--- src/rtl/mem_rsp_pkg.sv ---
// Shared types and constants for the memory-side responder: read channel tags,
// read priority order and the supported RAM latency range.
package mem_rsp_pkg;

  typedef logic [1:0] ch_tag_t;

  localparam ch_tag_t CH_TRANS = 2'd0;
  localparam ch_tag_t CH_INST  = 2'd1;
  localparam ch_tag_t CH_DATA  = 2'd2;
  localparam ch_tag_t CH_NONE  = 2'd3;

  localparam int NUM_RD = 3;

  // Read channels from highest to lowest priority; the write slot outranks all of them.
  localparam ch_tag_t RD_PRIO [NUM_RD] = '{CH_TRANS, CH_DATA, CH_INST};

  localparam int RAM_LAT_MIN = 1;
  localparam int RAM_LAT_MAX = 4;

  typedef struct packed {
    logic        valid;
    ch_tag_t     tag;
    logic [31:0] addr;
  } rd_tag_t;

endpackage

--- src/rtl/mem_rsp_rdpipe.sv ---
// Delay line carrying the channel tag and byte address of each issued read
// so they line up with the RAM read data.
module mem_rsp_rdpipe
  import mem_rsp_pkg::*;
#(
  parameter int DEPTH = 1
) (
  input  logic    clk_i,
  input  logic    rst_i,
  input  rd_tag_t in_i,
  output rd_tag_t out_o
);

  rd_tag_t stage_q [DEPTH];

  always_ff @(posedge clk_i) begin
    if (rst_i) begin
      for (int i = 0; i < DEPTH; i++) begin
        stage_q[i] <= '0;
      end
    end else begin
      stage_q[0] <= in_i;
      for (int i = 1; i < DEPTH; i++) begin
        stage_q[i] <= stage_q[i-1];
      end
    end
  end

  assign out_o = stage_q[DEPTH-1];

endmodule

--- src/rtl/mem_responder.sv ---
// Memory-side responder: captures translation/instruction/data reads and data
// writes, issues them one per cycle to a single-port RAM and returns read data.
module mem_responder
  import mem_rsp_pkg::*;
#(
  parameter int ADDR_W      = 14,
  parameter int RAM_LATENCY = 1
) (
  input  logic              CLK,
  input  logic              RST,
  input  logic              MEM_TRANS_RDEN,
  input  logic [31:0]       MEM_TRANS_RIADDR,
  output logic [31:0]       MEM_TRANS_ROADDR,
  output logic              MEM_TRANS_RVALID,
  output logic [31:0]       MEM_TRANS_RDATA,
  input  logic              MEM_INST_RDEN,
  input  logic [31:0]       MEM_INST_RIADDR,
  output logic [31:0]       MEM_INST_ROADDR,
  output logic              MEM_INST_RVALID,
  output logic [31:0]       MEM_INST_RDATA,
  input  logic              MEM_DATA_RDEN,
  input  logic [31:0]       MEM_DATA_RIADDR,
  output logic [31:0]       MEM_DATA_ROADDR,
  output logic              MEM_DATA_RVALID,
  output logic [31:0]       MEM_DATA_RDATA,
  input  logic              MEM_DATA_WREN,
  input  logic [3:0]        MEM_DATA_WSTRB,
  input  logic [31:0]       MEM_DATA_WADDR,
  input  logic [31:0]       MEM_DATA_WDATA,
  output logic              MEM_WAIT,
  output logic              RAM_EN,
  output logic [3:0]        RAM_WE,
  output logic [ADDR_W-1:0] RAM_ADDR,
  output logic [31:0]       RAM_WDATA,
  input  logic [31:0]       RAM_RDATA
);

  if (RAM_LATENCY < RAM_LAT_MIN || RAM_LATENCY > RAM_LAT_MAX) begin : g_lat_chk
    $error("mem_responder: RAM_LATENCY out of supported range");
  end

  logic              w_pend_q, w_pend_d;
  logic [31:0]       w_addr_q, w_addr_d;
  logic [3:0]        w_strb_q, w_strb_d;
  logic [31:0]       w_data_q, w_data_d;
  logic [NUM_RD-1:0] rd_pend_q, rd_pend_d;
  logic [31:0]       rd_addr_q [NUM_RD];
  logic [31:0]       rd_addr_d [NUM_RD];

  logic [NUM_RD-1:0] rd_req;
  logic [31:0]       rd_req_addr [NUM_RD];

  logic              wait_w;
  logic              iss_wr, iss_rd;
  ch_tag_t           iss_tag;
  logic [31:0]       iss_addr;
  rd_tag_t           pipe_in, pipe_out;

  logic [NUM_RD-1:0] rvalid_q;
  logic [31:0]       rdata_q  [NUM_RD];
  logic [31:0]       roaddr_q [NUM_RD];

  assign rd_req[CH_TRANS]      = MEM_TRANS_RDEN;
  assign rd_req[CH_INST]       = MEM_INST_RDEN;
  assign rd_req[CH_DATA]       = MEM_DATA_RDEN;
  assign rd_req_addr[CH_TRANS] = MEM_TRANS_RIADDR;
  assign rd_req_addr[CH_INST]  = MEM_INST_RIADDR;
  assign rd_req_addr[CH_DATA]  = MEM_DATA_RIADDR;

  // Captures are only blocked once a backlog exists; a single pending slot
  // drains at the same edge that new requests land.
  assign wait_w   = ($countones({w_pend_q, rd_pend_q}) >= 2);
  assign MEM_WAIT = wait_w;

  always_comb begin
    iss_wr   = 1'b0;
    iss_rd   = 1'b0;
    iss_tag  = CH_NONE;
    iss_addr = '0;
    if (w_pend_q) begin
      iss_wr   = 1'b1;
      iss_addr = w_addr_q;
    end else begin
      for (int p = 0; p < NUM_RD; p++) begin
        if (!iss_rd && rd_pend_q[RD_PRIO[p]]) begin
          iss_rd   = 1'b1;
          iss_tag  = RD_PRIO[p];
          iss_addr = rd_addr_q[RD_PRIO[p]];
        end
      end
    end
  end

  always_comb begin
    w_pend_d  = w_pend_q;
    w_addr_d  = w_addr_q;
    w_strb_d  = w_strb_q;
    w_data_d  = w_data_q;
    rd_pend_d = rd_pend_q;
    rd_addr_d = rd_addr_q;
    if (iss_wr) begin
      w_pend_d = 1'b0;
    end
    if (iss_rd) begin
      rd_pend_d[iss_tag] = 1'b0;
    end
    if (!wait_w) begin
      if (MEM_DATA_WREN && (MEM_DATA_WSTRB != 4'b0000)) begin
        w_pend_d = 1'b1;
        w_addr_d = MEM_DATA_WADDR;
        w_strb_d = MEM_DATA_WSTRB;
        w_data_d = MEM_DATA_WDATA;
      end
      for (int c = 0; c < NUM_RD; c++) begin
        if (rd_req[c]) begin
          rd_pend_d[c] = 1'b1;
          rd_addr_d[c] = rd_req_addr[c];
        end
      end
    end
  end

  always_ff @(posedge CLK) begin
    if (RST) begin
      w_pend_q  <= 1'b0;
      w_addr_q  <= '0;
      w_strb_q  <= '0;
      w_data_q  <= '0;
      rd_pend_q <= '0;
      for (int c = 0; c < NUM_RD; c++) begin
        rd_addr_q[c] <= '0;
      end
    end else begin
      w_pend_q  <= w_pend_d;
      w_addr_q  <= w_addr_d;
      w_strb_q  <= w_strb_d;
      w_data_q  <= w_data_d;
      rd_pend_q <= rd_pend_d;
      rd_addr_q <= rd_addr_d;
    end
  end

  assign RAM_EN    = iss_wr | iss_rd;
  assign RAM_WE    = iss_wr ? w_strb_q : 4'b0000;
  assign RAM_ADDR  = iss_addr[ADDR_W+1:2];
  assign RAM_WDATA = iss_wr ? w_data_q : 32'h0;

  logic unused_iss_addr_bits;
  assign unused_iss_addr_bits = ^{iss_addr[31:ADDR_W+2], iss_addr[1:0]};

  always_comb begin
    pipe_in       = '0;
    pipe_in.valid = iss_rd;
    pipe_in.tag   = iss_tag;
    pipe_in.addr  = iss_addr;
  end

  mem_rsp_rdpipe #(
    .DEPTH (RAM_LATENCY)
  ) u_rdpipe (
    .clk_i (CLK),
    .rst_i (RST),
    .in_i  (pipe_in),
    .out_o (pipe_out)
  );

  // Tag emerges together with RAM_RDATA; register both into the owning channel.
  always_ff @(posedge CLK) begin
    if (RST) begin
      rvalid_q <= '0;
      for (int c = 0; c < NUM_RD; c++) begin
        rdata_q[c]  <= '0;
        roaddr_q[c] <= '0;
      end
    end else begin
      rvalid_q <= '0;
      if (pipe_out.valid && (pipe_out.tag != CH_NONE)) begin
        rvalid_q[pipe_out.tag] <= 1'b1;
        rdata_q[pipe_out.tag]  <= RAM_RDATA;
        roaddr_q[pipe_out.tag] <= pipe_out.addr;
      end
    end
  end

  assign MEM_TRANS_RVALID = rvalid_q[CH_TRANS];
  assign MEM_TRANS_RDATA  = rdata_q[CH_TRANS];
  assign MEM_TRANS_ROADDR = roaddr_q[CH_TRANS];
  assign MEM_INST_RVALID  = rvalid_q[CH_INST];
  assign MEM_INST_RDATA   = rdata_q[CH_INST];
  assign MEM_INST_ROADDR  = roaddr_q[CH_INST];
  assign MEM_DATA_RVALID  = rvalid_q[CH_DATA];
  assign MEM_DATA_RDATA   = rdata_q[CH_DATA];
  assign MEM_DATA_ROADDR  = roaddr_q[CH_DATA];

endmodule

--- config.mk ---
export PLATFORM = sky130hd
export DESIGN_NAME = mem_responder
export DESIGN_NICKNAME = d
export VERILOG_FILES = /design/src/rtl/mem_rsp_pkg.sv /design/src/rtl/mem_rsp_rdpipe.sv /design/src/rtl/mem_responder.sv
export SDC_FILE = /design/constraint.sdc
export NUM_CORES = 1
export LEC_CHECK = 0
export CAP_MARGIN = 5
export CORE_UTILIZATION = 49
export DETAILED_ROUTE_END_ITERATION = 6
export GPL_TIMING_DRIVEN = 0
export PLACE_DENSITY = 0.82
export SLEW_MARGIN = 0
export SYNTH_ARGS = -nofsm -noshare
export SYNTH_HDL_FRONTEND = slang
export SYNTH_HIERARCHICAL = 1
export SYNTH_SLANG_ARGS = --single-unit
--- constraint.sdc ---
create_clock -name CLK -period 3 [get_ports CLK]
set_clock_uncertainty 0.05 [all_clocks]
set_input_delay 0.45 -clock CLK [delete_from_list [all_inputs] [get_ports CLK]]
set_output_delay 0.45 -clock CLK [all_outputs]
set_load 0.01 [all_outputs]
==> impl_metrics.json, run 1 <==
{
  "status": "finished with violations",
  "violations": "setup timing",
  "synth_xor_area_share_pct": 0,
  "fmax_mhz": 332.9,
  "placement.io_buffers": 447,
  "grt_util_all_layers_pct": 27.00,
  "rr_startpoint": "rd_pend_q[2]",
  "min_path_type": "in2reg",
  "cts_setup_buffers": 0,
  "crit_path_start_kind": "register",
  "synth_area_mm2": 0.01701,
  "pwr-share-clk_pct": 36.8,
  "dp_hpwl_mm": 36.88,
  "gp_congestion": 0.8618,
  "relSlewSlack_pct": 56.29,
  "fin_ws_ps": -4.243,
  "synthAdderAreaFrac_pct": 0.1177,
  "comb_power_share_pct": 16.1,
  "place_area_mm2": 0.02212,
  "dp_slack_ps": -691.6,
  "holdWs_ps": 277.1,
  "synth_simple_gate_area_share_pct": 23.34,
  "worstHoldStart": "MEM_TRANS_RDEN",
  "nets": 2210,
  "crit_start": "rd_pend_q[2]",
  "ys.warnings.count": 6,
  "start_util_pct": 50.21,
  "crit_fanout": 10,
  "ir_worst_vdd_uv": 382.4,
  "ioPinCount": 449,
  "dr.pass1.iters": 5,
  "p_sw_mw": 3.337,
  "coreArea_mm2": 0.03387,
  "multi_input_area_mm2": 0.006396,
  "arrival_ps": 2500,
  "drc": 0,
  "dpl.cell_count": 2415,
  "synthMuxAreaShare_pct": 7.769,
  "antenna_found_initial": 8,
  "period_share_pct": 100.1,
  "via_per_inst": 5.152,
  "path_clk_slew_ps": 60,
  "yosysUniqueCellTypes": 29,
  "clk_latency_ps": 530,
  "synth_cells": 1517,
  "finalSetupViolCount": 1,
  "final_area_mm2": 0.02352,
  "root_buffer": "clkbuf_16",
  "via_count": 12850,
  "antenna_left": 0,
  "grt_pass1_wl_mm": 73.15,
  "area_growth_syn_to_layout_pct": 38.31,
  "synth_top_area_share_pct": 33.90,
  "layout_min_cycle_time_ps": 3004,
  "seq_area_frac_synth_pct": 58.15,
  "drt_iter0_drc": 845,
  "fp-row-count": 67,
  "total_leakage_power_nw": 8.920,
  "slew_viol_final": 0,
  "tns_ps": -4.243,
  "fp.dieH_um": 188.3,
  "final_hold_viol_count": 0,
  "ys_ff_latch": 398,
  "filler_cell_count": 2448,
  "grt_start_max_net_pins": 56,
  "maxCapViolations": 0,
  "yosysTopAreaCell": "edfxtp_1",
  "p_sw_share_pct": 24.96,
  "internal-power_mw": 10.03,
  "synth.avg_cell_area_um2": 11.21,
  "ctsHoldBuffers": 0,
  "cts_tree": "done",
  "synth_compound_area_share_pct": 6.107,
  "cts_buffer_depth": 3,
  "instances_no_fill": 2494,
  "die_w_um": 188.3,
  "synth_top_family_by_area": "simple AND/OR/NAND/NOR gates",
  "grt_setup_unrepaired": "true",
  "cp_data_required_time_ps": 2500,
  "worst_slew_pin_slew_ps": 655.7,
  "wl_per_cell_um": 19.60,
  "endpoint_kind": "output port",
  "grt_pass1_vias": 12830,
  "h-tree-depth": 2,
  "drive_gt1_share_pct": 6.520,
  "yosys-top-cells-area": "edfxtp_1 34%, dfxtp_1 24%, nand2b_1 9.7%",
  "seqCellArea_mm2": 0.009896,
  "cts_buffers": 41,
  "die_area_mm2": 0.03546,
  "synth_nets": 1720,
  "critPathKind": "reg2out",
  "overflow": 0,
  "totalWireLength_mm": 48.87,
  "p_per_area_mw_per_mm2": 568.4,
  "power_frac_seq_pct": 47.1,
  "numClockSinks": 398
}
-- Yosys cell counts --
master	instances
nand2_1	35
buf_4	14
nor2_1	1
and2b_2	5
or2_2	3
and3_1	3
nand2b_1	265
nor4b_1	1
and4_4	1
a22o_1	32
a21oi_1	67
mux2i_1	132
and2_1	228
o21ai_0	35
nor3_1	1
fa_1	1
nor4bb_1	2
buf_2	14
inv_1	35
nand4_1	32
edfxtp_1	192
nand3_1	3
dfxtp_1	206
nor2b_1	64
o31ai_1	33
or4_1	1
buf_1	2
clkbuf_1	103
buf_6	6
-- timing repair --
item                                    4_1_cts  5_1_grt
cloned                                        1        0
endpoints found under the setup margin      147      100
gates resized for setup                      42       17
-- registers in the layout (all words and copies together), names as in the netlist --
name / count
w_addr_q: 32
rdata_q: 96
w_pend_q: 1
rd_pend_q: 3
rd_addr_q: 96
roaddr_q: 96
rvalid_q: 3
w_strb_q: 4
u_rdpipe/stage_q: 35
w_data_q: 32
-- per-layer routing --
layer,up-vias,global-route usage (%),part of all wire [%]
li1,6084,-,-
met1,6103,33.24,39
met2,583,48.51,51
met3,77,4.135,7.3
met4,2,8.344,2.6
met5,-,0,0.031
-- metrics by stage --
step / utilization, % / total power [mW]
after floorplan: - / 7.437
final: 69.45 / 13.37
after detailed placement: 65.30 / 8.512
after global routing: 69.44 / 13.80
after CTS: 69.34 / 13.40
after global placement: 65.08 / 8.454
-- final timing paths --
check	endpoint	slack (ps)	cells after the start
setup / recovery	RAM_ADDR[1]	-4	5
hold / removal	rd_pend_q[0]	280	3
hold reg to reg	w_data_q[2]	420	2
setup reg to reg	rd_addr_q[53]	410	9
-- logic make-up (layout without fill, tap and decap cells) --
group	Yosys count	in the layout
AO/OA/AOI/OAI	167	167
adder cells (fa/ha/maj)	1	1
buffers and inverters	174	696
flip-flops	398	398
multiplexers	132	132
other	0	6
AND/OR/NAND/NOR	645	646
-- power by group through the flow --
stage               clock network (mW)  logic [mW]  registers [mW]
detailed placement                   0        2.12            6.39
global route                      5.17        2.30            6.33
floorplan                            0        1.03            6.41
CTS                               4.97        2.15            6.29
global placement                     0        2.07            6.39
finish                            4.92        2.16            6.29
-- final cells by class --
type                            instances  share of cell area (%)
Inverter                               35                  0.5585
Multi-Input combinational cell        946                   27.19
Antenna cell                            6                 0.06383
Clock buffer                           62                   5.218
Buffer                                135                   2.888
Timing Repair Buffer                  450                   19.28
Tap cell                              448                   2.383
Clock inverter                         14                  0.3404
Sequential cell                       398                   42.07
-- layout by cell type (no fill, tap or decap), drive strengths merged, types with 10 or more instances in the layout --
master	Yosys	final
a21oi	67	67
a22o	32	32
and2	228	228
buf	36	41
clkbuf	103	160
clkdlybuf4s50	0	445
clkinv	0	10
dfxtp	206	206
edfxtp	192	192
inv	35	38
mux2i	132	132
nand2	35	35
nand2b	265	265
nand4	32	32
nor2b	64	64
o21ai	35	35
o31ai	33	33
-- worst max-delay path: stages (launching register included) --
cell and delay [ps]:
dfxtp_2 400, clkbuf_1 380, o21ai_0 280, a22o_1 250, buf_4 130, clkdlybuf4s50_1 540
No activity file was read; power rests on OpenSTA's default activity.
==> run 2, diff against run 1 <==
Settings changed: HOLD_SLACK_MARGIN set to 0.05, PLACE_DENSITY 0.82 to 0.89, SLEW_MARGIN 0 to 20.
==> run 2 against run 1 <==
The flow now finishes without violations. Final area rose by 0.40%. Register-to-register slack improved by 60 ps. Via count up 0.94%. Non-clock buffer count grew 2. Critical path type unchanged. Wire length up 2.2%. Sequential power hardly changed. Total power up 2.5%. Utilization increased by 0.28 points. Clock power up 6.5%. Critical endpoint is now MEM_WAIT. Sequential cell count is the same. Combinational power barely moved. Highest routed layer is now met4.
==> impl_metrics.json, run 2 (synthesized netlist as in run 1, its figures left out) <==
{
  "status": "completed",
  "period_share_pct": 98.23,
  "grt_pass1_vias": 13120,
  "numClockSinks": 398,
  "clk_latency_ps": 530,
  "grt_start_max_net_pins": 38,
  "rr_startpoint": "rd_pend_q[2]",
  "filler_cell_count": 2386,
  "drive_gt1_share_pct": 6.961,
  "crit_fanout": 10,
  "cts_tree": "done",
  "dp_slack_ps": -954.0,
  "crit_path_start_kind": "register",
  "p_sw_share_pct": 24.72,
  "crit_start": "rd_pend_q[2]",
  "antenna_found_initial": 8,
  "finalPower_mw": 13.71,
  "min_path_type": "in2reg",
  "coreArea_mm2": 0.03387,
  "relSlewSlack_pct": 57.04,
  "reg_top3": "rd_addr_q: 96 flops, rdata_q: 96 flops, roaddr_q: 96 flops",
  "gp_congestion": 0.8669,
  "cts_buffer_depth": 3,
  "fin_ws_ps": 53.16,
  "antenna_left": 0,
  "endpoint_kind": "output port",
  "worst_slew_pin_slew_ps": 642.3,
  "path_clk_slew_ps": 70,
  "via_per_inst": 5.198,
  "fp.dieH_um": 188.3,
  "power_frac_seq_pct": 45.9,
  "comb_power_share_pct": 15.9,
  "holdWs_ps": 299.1,
  "layout_min_cycle_time_ps": 2947,
  "fp-row-count": 67,
  "final_cell_mix": "446 x clkdlybuf4s50_1, 264 x nand2b_1, 228 x and2_1",
  "area_growth_syn_to_layout_pct": 38.87,
  "grt_pass1_wl_mm": 74.55,
  "start_util_pct": 50.21,
  "nets": 2211,
  "placement.io_buffers": 447,
  "slew_viol_final": 0,
  "totalWireLength_mm": 49.93,
  "total_leakage_power_nw": 8.954,
  "arrival_ps": 2450,
  "via_count": 12970,
  "fmax_mhz": 339.3,
  "cp_data_required_time_ps": 2500,
  "final_util_pct": 69.73,
  "final_hold_viol_count": 0,
  "grt_util_all_layers_pct": 27.44,
  "finalSetupViolCount": 0,
  "p_sw_mw": 3.389,
  "h-tree-depth": 2,
  "maxCapViolations": 0,
  "die_w_um": 188.3,
  "final_common_cell": "clkdlybuf4s50_1",
  "p_per_area_mw_per_mm2": 580.4,
  "dp_hpwl_mm": 37.68,
  "ioPinCount": 449,
  "ir_worst_vdd_uv": 333.5,
  "cts_buffers": 40,
  "die_area_mm2": 0.03546,
  "ctsHoldBuffers": 0,
  "critPathKind": "reg2out",
  "drc": 0,
  "root_buffer": "clkbuf_16",
  "overflow": 0,
  "internal-power_mw": 10.32,
  "worstHoldStart": "MEM_TRANS_RDEN",
  "pwr-share-clk_pct": 38.2,
  "drt_iter0_drc": 801,
  "dr.pass1.iters": 5,
  "wl_per_cell_um": 20.01
}
## run 2: changes by cell type in the layout (fill, tap and decap cells not counted), moves of 3 or more
cell and delta:
clkinvlp_4 +4, clkbuf_8 -6, bufinv_16 +6, clkbuf_2 +4
clkbuf_1 -8, buf_4 +3
## run 2: final cells by class
type	count	area, um2	area share, %
Antenna cell	7	17.52	0.07417
Sequential cell	398	9898	41.91
Clock buffer	51	1094	4.630
Buffer	135	683.2	2.893
Inverter	35	131.4	0.5563
Multi-Input combinational cell	946	6400	27.10
Timing Repair Buffer	452	4544	19.24
Clock inverter	23	287.8	1.219
Tap cell	448	560.5	2.374
## run 2: routing by layer
metal / part of all wire, % / track usage, %
met5: 0 / 0
met4: 3.6 / 11.82
met3: 7.0 / 4.321
met2: 51 / 49.91
met1: 38 / 31.85
## run 2: what timing repair did
action	in CTS	in global routing
endpoints found under the setup margin	253	87
cloned	1	0
pin swaps	1	1
resized for setup	43	23
buffers inserted	0	2
## run 2: path summary, 6_finish.rpt
path,endpoint,slack (ps),cells after the start
max reg2reg,rd_addr_q[22],470,8
min reg2reg,w_data_q[0],420,2
max,MEM_WAIT,50,8
min,rd_pend_q[0],300,3
## run 2: per-stage QoR
| stage | instances | TNS (ps) | cell area [um2] |
|---|---|---|---|
| 4_1_cts | 2486 | 0 | 23560 |
| 5_1_grt | 2494 | -4.938 | 23610 |
| 2_1_floorplan | 1517 | 0 | 17010 |
| 3_3_place_gp | 2412 | -292650 | 22040 |
| 3_5_place_dp | 2415 | -176800 | 22110 |
| 6_report | 2495 | 0 | 23620 |
## run 2: power by group through the flow
stage	Sequential (mW)	Combinational [mW]	Clock (mW)
2_1_floorplan	6.41	1.03	0
3_3_place_gp	6.38	2.07	0
3_5_place_dp	6.39	2.13	0
4_1_cts	6.29	2.16	5.27
5_1_grt	6.33	2.31	5.48
6_report	6.29	2.18	5.24
## run 2: worst max-delay path: stages, from the launching register on
cell and delay [ps]:
dfxtp_2 400, buf_4 200, inv_1 70, fa_1 510, nand2b_4 140, buf_6 150, buf_6 150, nand2_1 120
buf_2 190
==> RTL change, RTL diff (flow settings as in run 1) <==
`ADDR_W`: 14 -> 15.
--- a/src/rtl/mem_responder.sv
+++ b/src/rtl/mem_responder.sv
@@ -3,7 +3,7 @@
 module mem_responder
   import mem_rsp_pkg::*;
 #(
-  parameter int ADDR_W      = 14,
+  parameter int ADDR_W      = 15,
   parameter int RAM_LATENCY = 1
 ) (
   input  logic              CLK,
Interface: changed (resized RAM_ADDR); port bits go from 449 to 450. No check against the original RTL was run, so the function may have changed too.
==> RTL change against run 1 <==
- sequential cell count is the same
- power grew 2.5%
- highest routed layer is now met4
- worst hold slack lost 0.0011 ns
- wire length grew 0.12%
- first-iteration DRC count shrank 7.8%
- cell area grew 0.47%
- sequential power is essentially flat
- area after synthesis is essentially flat
- setup slack gained 0.053 ns
- largest power group unchanged
==> RTL change: results <==
# TYPE chip_impl_metric gauge
chip_impl_metric{name="register_fraction_of_the_total_cell_area",unit=""} 0.419
chip_impl_metric{name="antenna_violations_before_repair",unit=""} 4
chip_impl_metric{name="clockBufferCount",unit=""} 54
chip_impl_metric{name="n_sequential_cell",unit=""} 398
chip_impl_metric{name="detailedPlace.worstSlack",unit="ns"} -0.602
chip_impl_metric{name="vias",unit=""} 12777
chip_impl_metric{name="detail_route.iter0.violations",unit=""} 779
chip_impl_info{name="r2r-end",value="rd_addr_q[17]"} 1
chip_impl_metric{name="final-nonclk-buf-share",unit=""} 0.221
chip_impl_metric{name="grt_max_degree",unit=""} 38
chip_impl_metric{name="post_placement_cell_area",unit="mm2"} 0.0221
chip_impl_metric{name="design.die.area",unit="mm2"} 0.0355
chip_impl_metric{name="use_met2",unit=""} 0.486
chip_impl_metric{name="grt_use_total",unit=""} 0.268
chip_impl_metric{name="switching_share",unit=""} 0.246
chip_impl_metric{name="multiin_comb",unit=""} 947
chip_impl_metric{name="clock_tree_area_fraction",unit=""} 0.0591
chip_impl_metric{name="reg2reg_setup_slack",unit="ns"} 0.50
chip_impl_metric{name="layout.non_clock_buffers",unit=""} 587
chip_impl_metric{name="place.detailed.instances",unit=""} 2417
chip_impl_metric{name="synth_nets",unit=""} 1721
chip_impl_metric{name="total_switching_power",unit="mW"} 3.37
chip_impl_metric{name="route.final.wire_length",unit="um"} 48900
chip_impl_metric{name="first_pass_grt_wire_length",unit="um"} 72600
chip_impl_info{name="crit_slowest_cell",value="fa_1"} 1
chip_impl_metric{name="finalWeightedCongestion",unit=""} 0.889
chip_impl_info{name="synth.area.top_cells",value="edfxtp_1 34%, dfxtp_1 24%, nand2b_1 9.7%"} 1
chip_impl_info{name="dr.max_layer_used",value="met4"} 1
chip_impl_metric{name="area_delta_synth_final",unit="%"} 38.9
chip_impl_metric{name="drive_gt1_frac",unit=""} 0.0690
chip_impl_metric{name="grt_use_met1",unit=""} 0.330
chip_impl_metric{name="cp_slowest_stage_delay",unit="ns"} 0.52
chip_impl_metric{name="met3_layer_wire_length_in_the_routed_design",unit="um"} 3520
chip_impl_info{name="status",value="finished, final reports clean"} 1
chip_impl_metric{name="power.ir.vdd_worst",unit="uV"} 409
chip_impl_metric{name="io_buffer_count",unit=""} 448
chip_impl_metric{name="clockNetworkPower",unit="mW"} 5.25
chip_impl_metric{name="cts-resized-gates",unit=""} 40
chip_impl_metric{name="wirelength_met1",unit="um"} 19400
## RTL change: changes by cell type in the layout (fill, tap and decap cells not counted), moves of 2 or more
cell | before | now
bufinv_16 | 0 | 5
buf_4 | 15 | 18
diode_2 | 6 | 4
clkinvlp_4 | 1 | 3
clkbuf_8 | 10 | 4
clkbuf_2 | 7 | 11
o21ai_1 | 8 | 6
clkbuf_1 | 97 | 91
## RTL change: how the worst min path moves through the flow
| stage | start | to | slack [ns] | cells after the start |
|---|---|---|---|---|
| 2_1_floorplan | w_data_q[0] | w_data_q[0] | 0.39 | 2 |
| 3_3_place_gp | w_data_q[1] | w_data_q[1] | 0.40 | 2 |
| 3_5_place_dp | rd_addr_q[75] | rd_addr_q[75] | 0.41 | 2 |
| 4_1_cts | MEM_TRANS_RDEN | rd_pend_q[0] | 0.25 | 3 |
| 5_1_grt | MEM_TRANS_RDEN | rd_pend_q[0] | 0.29 | 3 |
| 6_report | MEM_TRANS_RDEN | rd_pend_q[0] | 0.28 | 3 |
